### src/rtl/sevenseg_scan_driver_if.sv
// Display bus for sevenseg_scan_driver: datapath-side data/load/enable inputs
// and the multiplexed pin outputs.
interface sevenseg_scan_driver_if #(
    parameter int DIGITS = 4
);
    logic                  E;
    logic                  load;
    logic [4*DIGITS-1:0]   D;
    logic [DIGITS-1:0]     DP;
    logic                  pending;
    logic [DIGITS-1:0]     AN;
    logic [7:0]            P;

    // Datapath / stimulus side
    modport master (
        output E, load, D, DP,
        input  pending, AN, P
    );

    // Display driver side
    modport slave (
        input  E, load, D, DP,
        output pending, AN, P
    );
endinterface

### src/rtl/sevenseg_scan_driver.sv
// Time-multiplexed hex 7-segment scan driver with a double-buffered load.
// Data is captured into a shadow register and swapped into the displayed
// (active) register only at a frame boundary, so a frame never tears.
// Optional macro SEVENSEG_LZ_BLANK_EN enables leading-zero blanking.
module sevenseg_scan_driver #(
    parameter int DIGITS = 4,
    parameter int DIV    = 1000
) (
    input  logic                  clk,
    input  logic                  rst,
    sevenseg_scan_driver_if.slave bus
);
    localparam int PW = (DIV > 1) ? $clog2(DIV) : 1;
    localparam int IW = (DIGITS > 1) ? $clog2(DIGITS) : 1;
    localparam int BW = 5 * DIGITS;
    localparam logic [PW-1:0] PRESC_LAST = PW'(DIV - 1);
    localparam logic [IW-1:0] IDX_LAST   = IW'(DIGITS - 1);

    logic [PW-1:0]     presc_reg;
    logic [IW-1:0]     idx_reg;
    logic [BW-1:0]     shadow_reg;
    logic [BW-1:0]     active_reg;
    logic              pending_reg;
    logic [DIGITS-1:0] an_reg;
    logic [7:0]        p_reg;

    logic              tick;
    logic              frame_end;
    logic [BW-1:0]     load_word;

    // Word layout: {D, DP}, nibbles in the upper 4*DIGITS bits
    assign load_word = {bus.D, bus.DP};
    assign tick      = (presc_reg == PRESC_LAST);
    assign frame_end = tick && (idx_reg == IDX_LAST);

    // Refresh prescaler: counts 0..DIV-1 and wraps
    always_ff @(posedge clk or posedge rst) begin
        if (rst)
            presc_reg <= '0;
        else if (tick)
            presc_reg <= '0;
        else
            presc_reg <= presc_reg + 1'b1;
    end

    // Digit-scan index: advances on tick, wraps explicitly at DIGITS-1
    always_ff @(posedge clk or posedge rst) begin
        if (rst)
            idx_reg <= '0;
        else if (tick)
            idx_reg <= (idx_reg == IDX_LAST) ? '0 : idx_reg + 1'b1;
    end

    // Double buffer: load fills shadow, frame end promotes shadow (or a
    // same-cycle load directly) into the displayed register
    always_ff @(posedge clk or posedge rst) begin
        if (rst) begin
            shadow_reg  <= '0;
            active_reg  <= '0;
            pending_reg <= 1'b0;
        end else if (frame_end) begin
            if (bus.load) begin
                active_reg  <= load_word;
                shadow_reg  <= load_word;
                pending_reg <= 1'b0;
            end else if (pending_reg) begin
                active_reg  <= shadow_reg;
                pending_reg <= 1'b0;
            end
        end else if (bus.load) begin
            shadow_reg  <= load_word;
            pending_reg <= 1'b1;
        end
    end

    // Hex to abcdefg segment pattern
    function automatic logic [6:0] seg7(input logic [3:0] n);
        logic [6:0] s;
        case (n)
            4'h0: s = 7'h7E;
            4'h1: s = 7'h30;
            4'h2: s = 7'h6D;
            4'h3: s = 7'h79;
            4'h4: s = 7'h33;
            4'h5: s = 7'h5B;
            4'h6: s = 7'h5F;
            4'h7: s = 7'h70;
            4'h8: s = 7'h7F;
            4'h9: s = 7'h7B;
            4'hA: s = 7'h77;
            4'hB: s = 7'h1F;
            4'hC: s = 7'h4E;
            4'hD: s = 7'h3D;
            4'hE: s = 7'h4F;
            default: s = 7'h47;
        endcase
        return s;
    endfunction

    logic [3:0]        nib [DIGITS];
    logic [DIGITS-1:0] active_dp;

    assign active_dp = active_reg[DIGITS-1:0];

    generate
        for (genvar gi = 0; gi < DIGITS; gi++) begin : g_nib
            assign nib[gi] = active_reg[DIGITS + 4*gi +: 4];
        end
    endgenerate

    logic [6:0] seg_vis;

`ifdef SEVENSEG_LZ_BLANK_EN
    // zero_from[k]: nibble k and every higher nibble are zero
    logic [DIGITS-1:0] zero_from;

    generate
        for (genvar gi = 0; gi < DIGITS; gi++) begin : g_lz
            if (gi == DIGITS - 1) begin : g_top
                assign zero_from[gi] = (nib[gi] == 4'h0);
            end else begin : g_chain
                assign zero_from[gi] = (nib[gi] == 4'h0) && zero_from[gi+1];
            end
        end
    endgenerate

    // Digit 0 always shows, so an all-zero value still reads "0"
    always_comb begin
        seg_vis = seg7(nib[idx_reg]);
        if ((idx_reg != '0) && zero_from[idx_reg])
            seg_vis = '0;
    end
`else
    // Every digit decoded unconditionally
    always_comb begin
        seg_vis = seg7(nib[idx_reg]);
    end
`endif

    logic [DIGITS-1:0] an_onehot;

    // One-hot anode select for the current digit
    always_comb begin
        an_onehot          = '0;
        an_onehot[idx_reg] = 1'b1;
    end

    // Registered pin outputs, blanked while E is low
    always_ff @(posedge clk or posedge rst) begin
        if (rst) begin
            an_reg <= '0;
            p_reg  <= '0;
        end else if (bus.E) begin
            an_reg <= an_onehot;
            p_reg  <= {seg_vis, active_dp[idx_reg]};
        end else begin
            an_reg <= '0;
            p_reg  <= '0;
        end
    end

    assign bus.pending = pending_reg;
    assign bus.AN      = an_reg;
    assign bus.P       = p_reg;

endmodule

### src/flat_wrapper.sv
// flat-port wrapper written by rule: the top's interface ports become plain ports
module sevenseg_scan_driver_flat 
#(
    parameter int DIGITS = 4,
    parameter int DIV    = 1000
)
  (clk, rst, bus_E, bus_load, bus_D, bus_DP, bus_pending, bus_AN, bus_P);
  sevenseg_scan_driver_if #(.DIGITS(DIGITS)) bus_i ();
  input  logic clk;
  input  logic rst;
  input wire logic [$bits(bus_i.E)-1:0] bus_E;
  input wire logic [$bits(bus_i.load)-1:0] bus_load;
  input wire logic [$bits(bus_i.D)-1:0] bus_D;
  input wire logic [$bits(bus_i.DP)-1:0] bus_DP;
  output wire logic [$bits(bus_i.pending)-1:0] bus_pending;
  output wire logic [$bits(bus_i.AN)-1:0] bus_AN;
  output wire logic [$bits(bus_i.P)-1:0] bus_P;
  assign bus_i.E = bus_E;
  assign bus_i.load = bus_load;
  assign bus_i.D = bus_D;
  assign bus_i.DP = bus_DP;
  assign bus_pending = bus_i.pending;
  assign bus_AN = bus_i.AN;
  assign bus_P = bus_i.P;
  sevenseg_scan_driver #(.DIGITS(DIGITS), .DIV(DIV)) u_core (.clk(clk), .rst(rst), .bus(bus_i));
endmodule
### config.mk
export PLATFORM = sky130hd
export DESIGN_NAME = sevenseg_scan_driver_flat
export DESIGN_NICKNAME = d
export VERILOG_FILES = /design/src/rtl/sevenseg_scan_driver_if.sv /design/src/rtl/sevenseg_scan_driver.sv /design/src/flat_wrapper.sv
export SDC_FILE = /design/constraint.sdc
export NUM_CORES = 1
export LEC_CHECK = 0
export CAP_MARGIN = 20
export CORE_MARGIN = 2
export CORE_UTILIZATION = 36
export DETAILED_ROUTE_END_ITERATION = 10
export DONT_BUFFER_PORTS = 1
export PLACE_DENSITY_LB_ADDON = 0.15
export SYNTH_ARGS = -nofsm -noshare
export SYNTH_HDL_FRONTEND = slang
export SYNTH_SLANG_ARGS = --single-unit
### constraint.sdc
create_clock -name clk -period 2.04 [get_ports clk]
set_input_delay 0.102 -clock clk [delete_from_list [all_inputs] [get_ports clk]]
set_output_delay 0.102 -clock clk [all_outputs]
set_load 0.01 [all_outputs]
* Word level (Yosys, flattened, before mapping) *
Memory sizes are Yosys's and may differ from the RTL's.
Cells that the tools add are included.

word-level totals
  input port bits = 24
  output and inout port bits = 13
  memories kept = 1
  bits in read-only memories = 112
  register bits after elaboration = 65
  word-level logic and storage cells = 36

operators by class
  bitwise gates (word level) = 1
  reductions and logical operators = 5
  $lt $le $gt $ge = 3
  muxes and demuxes = 15
  equality and inequality tests = 2
  add/sub/neg operators = 2

memories
  memory           depth  bits a word  read ports  clocked after Yosys merged registers in  wr ports  line                        text
  (no name shown)  16     7            1           0                                        0         sevenseg_scan_driver.sv:79  case (n)

operators by type and width
  operator                 count
  $mux W20                 2
  $mux W4                  3
  $add A10 B1 Y10 const B  1
  $eq A10 B10 Y1 const B   1
  $mux W10                 1
  $bmux W4 S2              1
  $mux W8                  1
  $mux W1                  4
  $reduce_bool A2 Y1       2
  $ge A3 B3 Y1 const B     1
  $lt A2 B3 Y1 const B     1
  $not A2 Y3               1
  $add A2 B1 Y2 const B    1
  $bmux W1 S2              1
  $demux W1 S2             1
  $eq A2 B2 Y1 const B     1
  $ge A2 B1 Y1 const B     1
  $logic_and A1 B1 Y1      2
  $mux W2                  1
  $reduce_and A2 Y1        1

* Longest topological paths before layout *
An unclocked memory read counts as a cell.

  word-level depth = 6
  gate-level depth with buffers = 7
  mapped depth without buffers = 6

* Worst setup path after synthesis *
OpenSTA, ideal clock, no wires.

  path type = reg-to-reg
  start point = register u_core.idx_reg[0]
  end point = register u_core.p_reg[3], in the netlist u_core.bus.P[3]
  buffers on the path = 1
  clock period less this slack = 1.853 ns
  setup slack = 0.187 ns
  stages on the path, launching flop included = 8
  data arrival time = 1.734 ns
  library setup time = 0.119 ns
  required time = 1.921 ns
  cell sequence = dfrtp_1 -> buf_6 -> mux4_2 -> inv_1 -> ha_1 -> mux2_2 -> o21ai_1 -> and2_1

on the way
  longest elaborated chain between the ends = 6

RTL lines
  item                                        line                         text
  start, declared                             sevenseg_scan_driver.sv:20   logic [IW-1:0] idx_reg;
  start signal, assigned                      sevenseg_scan_driver.sv:51   idx_reg <= (idx_reg == IDX_LAST) ? '0 : idx_reg + 1'b1;
  $not A2 Y3 (implied by the code)            sevenseg_scan_driver.sv:136  seg_vis = seg7(nib[idx_reg]);
  $bmux W4 S2                                 sevenseg_scan_driver.sv:136
  $mux W4 (implied by the code) (2 in a row)  sevenseg_scan_driver.sv:136
  $mem_v2 Z16 W7                              n/a
  $mux W8                                     sevenseg_scan_driver.sv:153  end else if (bus.E) begin
  end signal, assigned                        sevenseg_scan_driver.sv:155  p_reg <= {seg_vis, active_dp[idx_reg]};
  end, declared                               sevenseg_scan_driver.sv:25   logic [7:0] p_reg;

Every way passes these cells. The select of a mux whose other input is x is not followed.
A chain may end at the register's enable or synchronous reset.

* Final worst setup path *
Ends and elaborated chain as after synthesis.

==> key figures <==
Timing
  – Number of setup violations in the final report: 0
  – RSZ-0062 raised after global routing: false
  – Setup ws final: 0.1601 ns
  – Post-route clock skew: 0.003627 ns
  – Worst-Margin Slew: 0.4432 ns
  – Post-route minimum period: 1.880 ns
  – Fmax: 531.9 MHz
  – Total Neg Setup Slack: 0 ns
  – Share of the clock period used by the worst path: 92.15%
  – Minimum hold slack: 0.06996 ns
  – Total count of hold-check failures in the final report: 0
  – Worst relative slew slack: 70.45%
  – Final slew viol count: 0

Power and ir drop
  – LEAKAGE: 1.653 nW
  – Sequential fraction of design power: 44.6%
  – Power per cell area: 817.6 nW/µm²
  – Power share of the combinational group: 6.3%
  – Worst supply voltage drop on vdd: 294.6 µV
  – Clock network fraction of total power: 49.1%
  – Psw: 571.9 µW
  – Switch share: 18.87%
  – Total power: 3.030 mW
  – Design internal power: 2.458 mW

Worst setup path
  – Critical path's top delay family: multiplexers
  – Required time worst endpoint: 2.27 ns
  – Delay of the slowest critical-path stage: 0.58 ns
  – Crit end category: register
  – Slowest library cell on the worst path: mux4_2
  – Series of cell instances along the critical path: mux4_2 > inv_1 > ha_2 > mux2_2 > o21ai_1 > and2_1
  – Flop2flop setup slack: 0.16 ns
  – CP Class: register to register
  – CP bufs+invs: 1
  – Worst endpoint data arrival time: 2.11 ns
  – Critical-path maximum fanout: 6
  – Critical path startpoint category: register

Floorplan
  – Total die area: 8630 µm²
  – Initial core utilization: 37.01%
  – Cell row count: 32
  – Horizontal die dimension: 92.90 µm
  – Die height: 92.90 µm
  – Top-Level Pins: 37
  – Placeable core area: 7687 µm²

Synthesis
  – Count of yosys warnings during synthesis: 0
  – Average size of a mapped cell: 14.02 µm²
  – Summed instance area of the synthesized netlist: 2845 µm²
  – Gate count of the mapped netlist: 203
  – Register area share after synthesis: 57.17%
  – Yosys cell types: 33
  – Post-synth net total: 238
  – Total of flip-flops plus latches after synthesis: 65

Finish
  – Synth-to-layout area growth: 30.25%
  – Filler cell count: 693
  – Top library cells by usage in the layout, fill and taps aside: 64 x dfrtp_1, 43 x mux2_2, 43 x dlygate4sd3_1, 12 x nor2_1, 11 x clkbuf_8
  – Diodes inserted: 0
  – Sequential Area: 1628 µm²
  – Final cell utilization of the core: 48.21%
  – Final standard cell area without fillers: 3706 µm²
  – Count of placed standard cells in the final layout, fillers left out: 360
  – Share of post-route cells with drive strength above 1: 27.91%
  – Combined area of the multi-input logic cells: 1159 µm²
  – Post-layout nets: 288
  – Leading cell type in the layout, fill and taps excluded: dfrtp_1

Clock tree
  – Total setup buffers inserted after CTS: 0
  – Clock Tree Root: clkbuf_8
  – Maximum root-to-sink buffer count: 2
  – TritonCTS clock tree: built
  – Num CTS Buffers: 9
  – Clock transition at the registers of the reported paths: 0.07 ns
  – Clock latency of the later-clocked register in the worst-skew pair: 0.33 ns
  – Clock Sink Count: 65
  – Max H-tree Level: 3

Placement
  – Post-detail-place hpwl: 3430 µm
  – # port buffers: 0
  – Pre-CTS worst setup slack: 0.05790 ns
  – Total placed instance area: 2995 µm²
  – Placed cells: 301
  – Placer Congestion: 0.7509

Outcome
  – Status: finished, final reports clean

Drt
  – Average routed wire per standard cell: 14.64 µm
  – Antenna violation net count after detailed routing: 0
  – Count of unresolved DRC violations after routing: 0
  – Via density per instance: 4.794
  – Length of the first detailed-routing pass in iterations: 4
  – Iteration-0 DRC count of the detailed router: 49
  – Detailed-route via count: 1726
  – Aggregate routed wire length: 5269 µm

GRT
  – Residual overflow from global routing: 0
  – Pin count of the biggest net entering global routing: 66
  – Total GRT Usage: 13.66%
  – Global-route wire length before repair: 8887 µm
  – Number of antenna violations at the first check in global routing: 0
  – Number of global-route vias before repair: 1860

Job
  – Max-capacitance violation count: 0

Hold path
  – Path category of the worst min-delay check: input port to register
-- cells by family (layout without fill, tap and decap cells) --
logic type,after synthesis,after routing,share of synthesized area (%)
compound gates,14,14,3.870
xor+xnor,7,7,2.155
fa+ha+maj,11,11,4.837
buf+inv,15,70,2.418
flops,65,65,57.17
mux,51,51,22.21
simple gates,40,40,7.344
-- cell type report --
class                      instances  area share (%)
clock buffer                      11           4.085
inverter                           6          0.6077
sequential                        65           43.92
clock inverter                     5           3.376
tap                              102           3.444
multi-input combinational        123           31.26
timing repair buffer              48           13.30
-- what timing repair did --
action / in CTS / in global routing
resized for setup: 0 / 2
hold buffers: 43 / 0
setup endpoints to repair: 0 / 5
endpoints found under the hold margin: 98 / 0
-- synth_stat cells --
library cell | count | area share, %
a21oi_1 | 2 | 0.35
a22o_1 | 1 | 0.31
or2b_1 | 1 | 0.26
mux4_1 | 1 | 0.92
mux4_2 | 4 | 3.2
buf_6 | 1 | 0.40
nor4b_1 | 1 | 0.31
buf_2 | 4 | 0.70
nor3_1 | 1 | 0.18
nand3b_1 | 2 | 0.53
xor2_1 | 3 | 0.92
nor2_1 | 12 | 1.6
o21ai_1 | 1 | 0.18
nand2_1 | 7 | 0.92
o211ai_1 | 2 | 0.53
mux2i_1 | 2 | 0.70
and2_1 | 6 | 1.3
mux2_1 | 1 | 0.40
nand3_1 | 3 | 0.53
xnor2_1 | 4 | 1.2
clkbuf_1 | 4 | 0.53
o211a_1 | 3 | 1.1
o21bai_1 | 1 | 0.26
o21ai_0 | 1 | 0.18
ha_1 | 11 | 4.8
o311a_1 | 2 | 0.70
and4_1 | 2 | 0.62
nand4_1 | 3 | 0.66
nor2b_1 | 2 | 0.44
dfrtp_1 | 65 | 57
o2111ai_1 | 1 | 0.31
inv_1 | 6 | 0.79
mux2_2 | 43 | 17
-- metal layers --
metal  routed length (µm)  track usage, %  up-vias
met5                    0               0        -
met4                  104           5.882        0
met3                  233           4.882        9
met2                 2502           22.10       35
met1                 2428           16.46      867
li1                     -               -      815
-- path summary, 6_finish.rpt --
| path | from | endpoint | cells past startpoint |
|---|---|---|---|
| setup / recovery | u_core.idx_reg[0] | u_core.bus.P[3] | 6 |
| hold / removal | bus_load | u_core.active_reg[0] | 2 |
| setup reg to reg | u_core.idx_reg[0] | u_core.bus.P[3] | 6 |
| hold reg to reg | u_core.presc_reg[0] | u_core.presc_reg[0] | 1 |
| max in group asynchronous | rst | u_core.idx_reg[0] | 3 |
| min in group asynchronous | rst | u_core.presc_reg[3] | 3 |
-- power by group through the flow --
| stage | Clock [mW] | Sequential (mW) | Combinational [mW] |
|---|---|---|---|
| after floorplan | 0 | 1.37 | 0.0802 |
| after global placement | 0 | 1.37 | 0.0960 |
| after detailed placement | 0 | 1.38 | 0.0981 |
| after CTS | 1.53 | 1.35 | 0.195 |
| after global routing | 1.59 | 1.36 | 0.210 |
| final | 1.49 | 1.35 | 0.191 |
No activity file was read; power rests on OpenSTA's default activity.
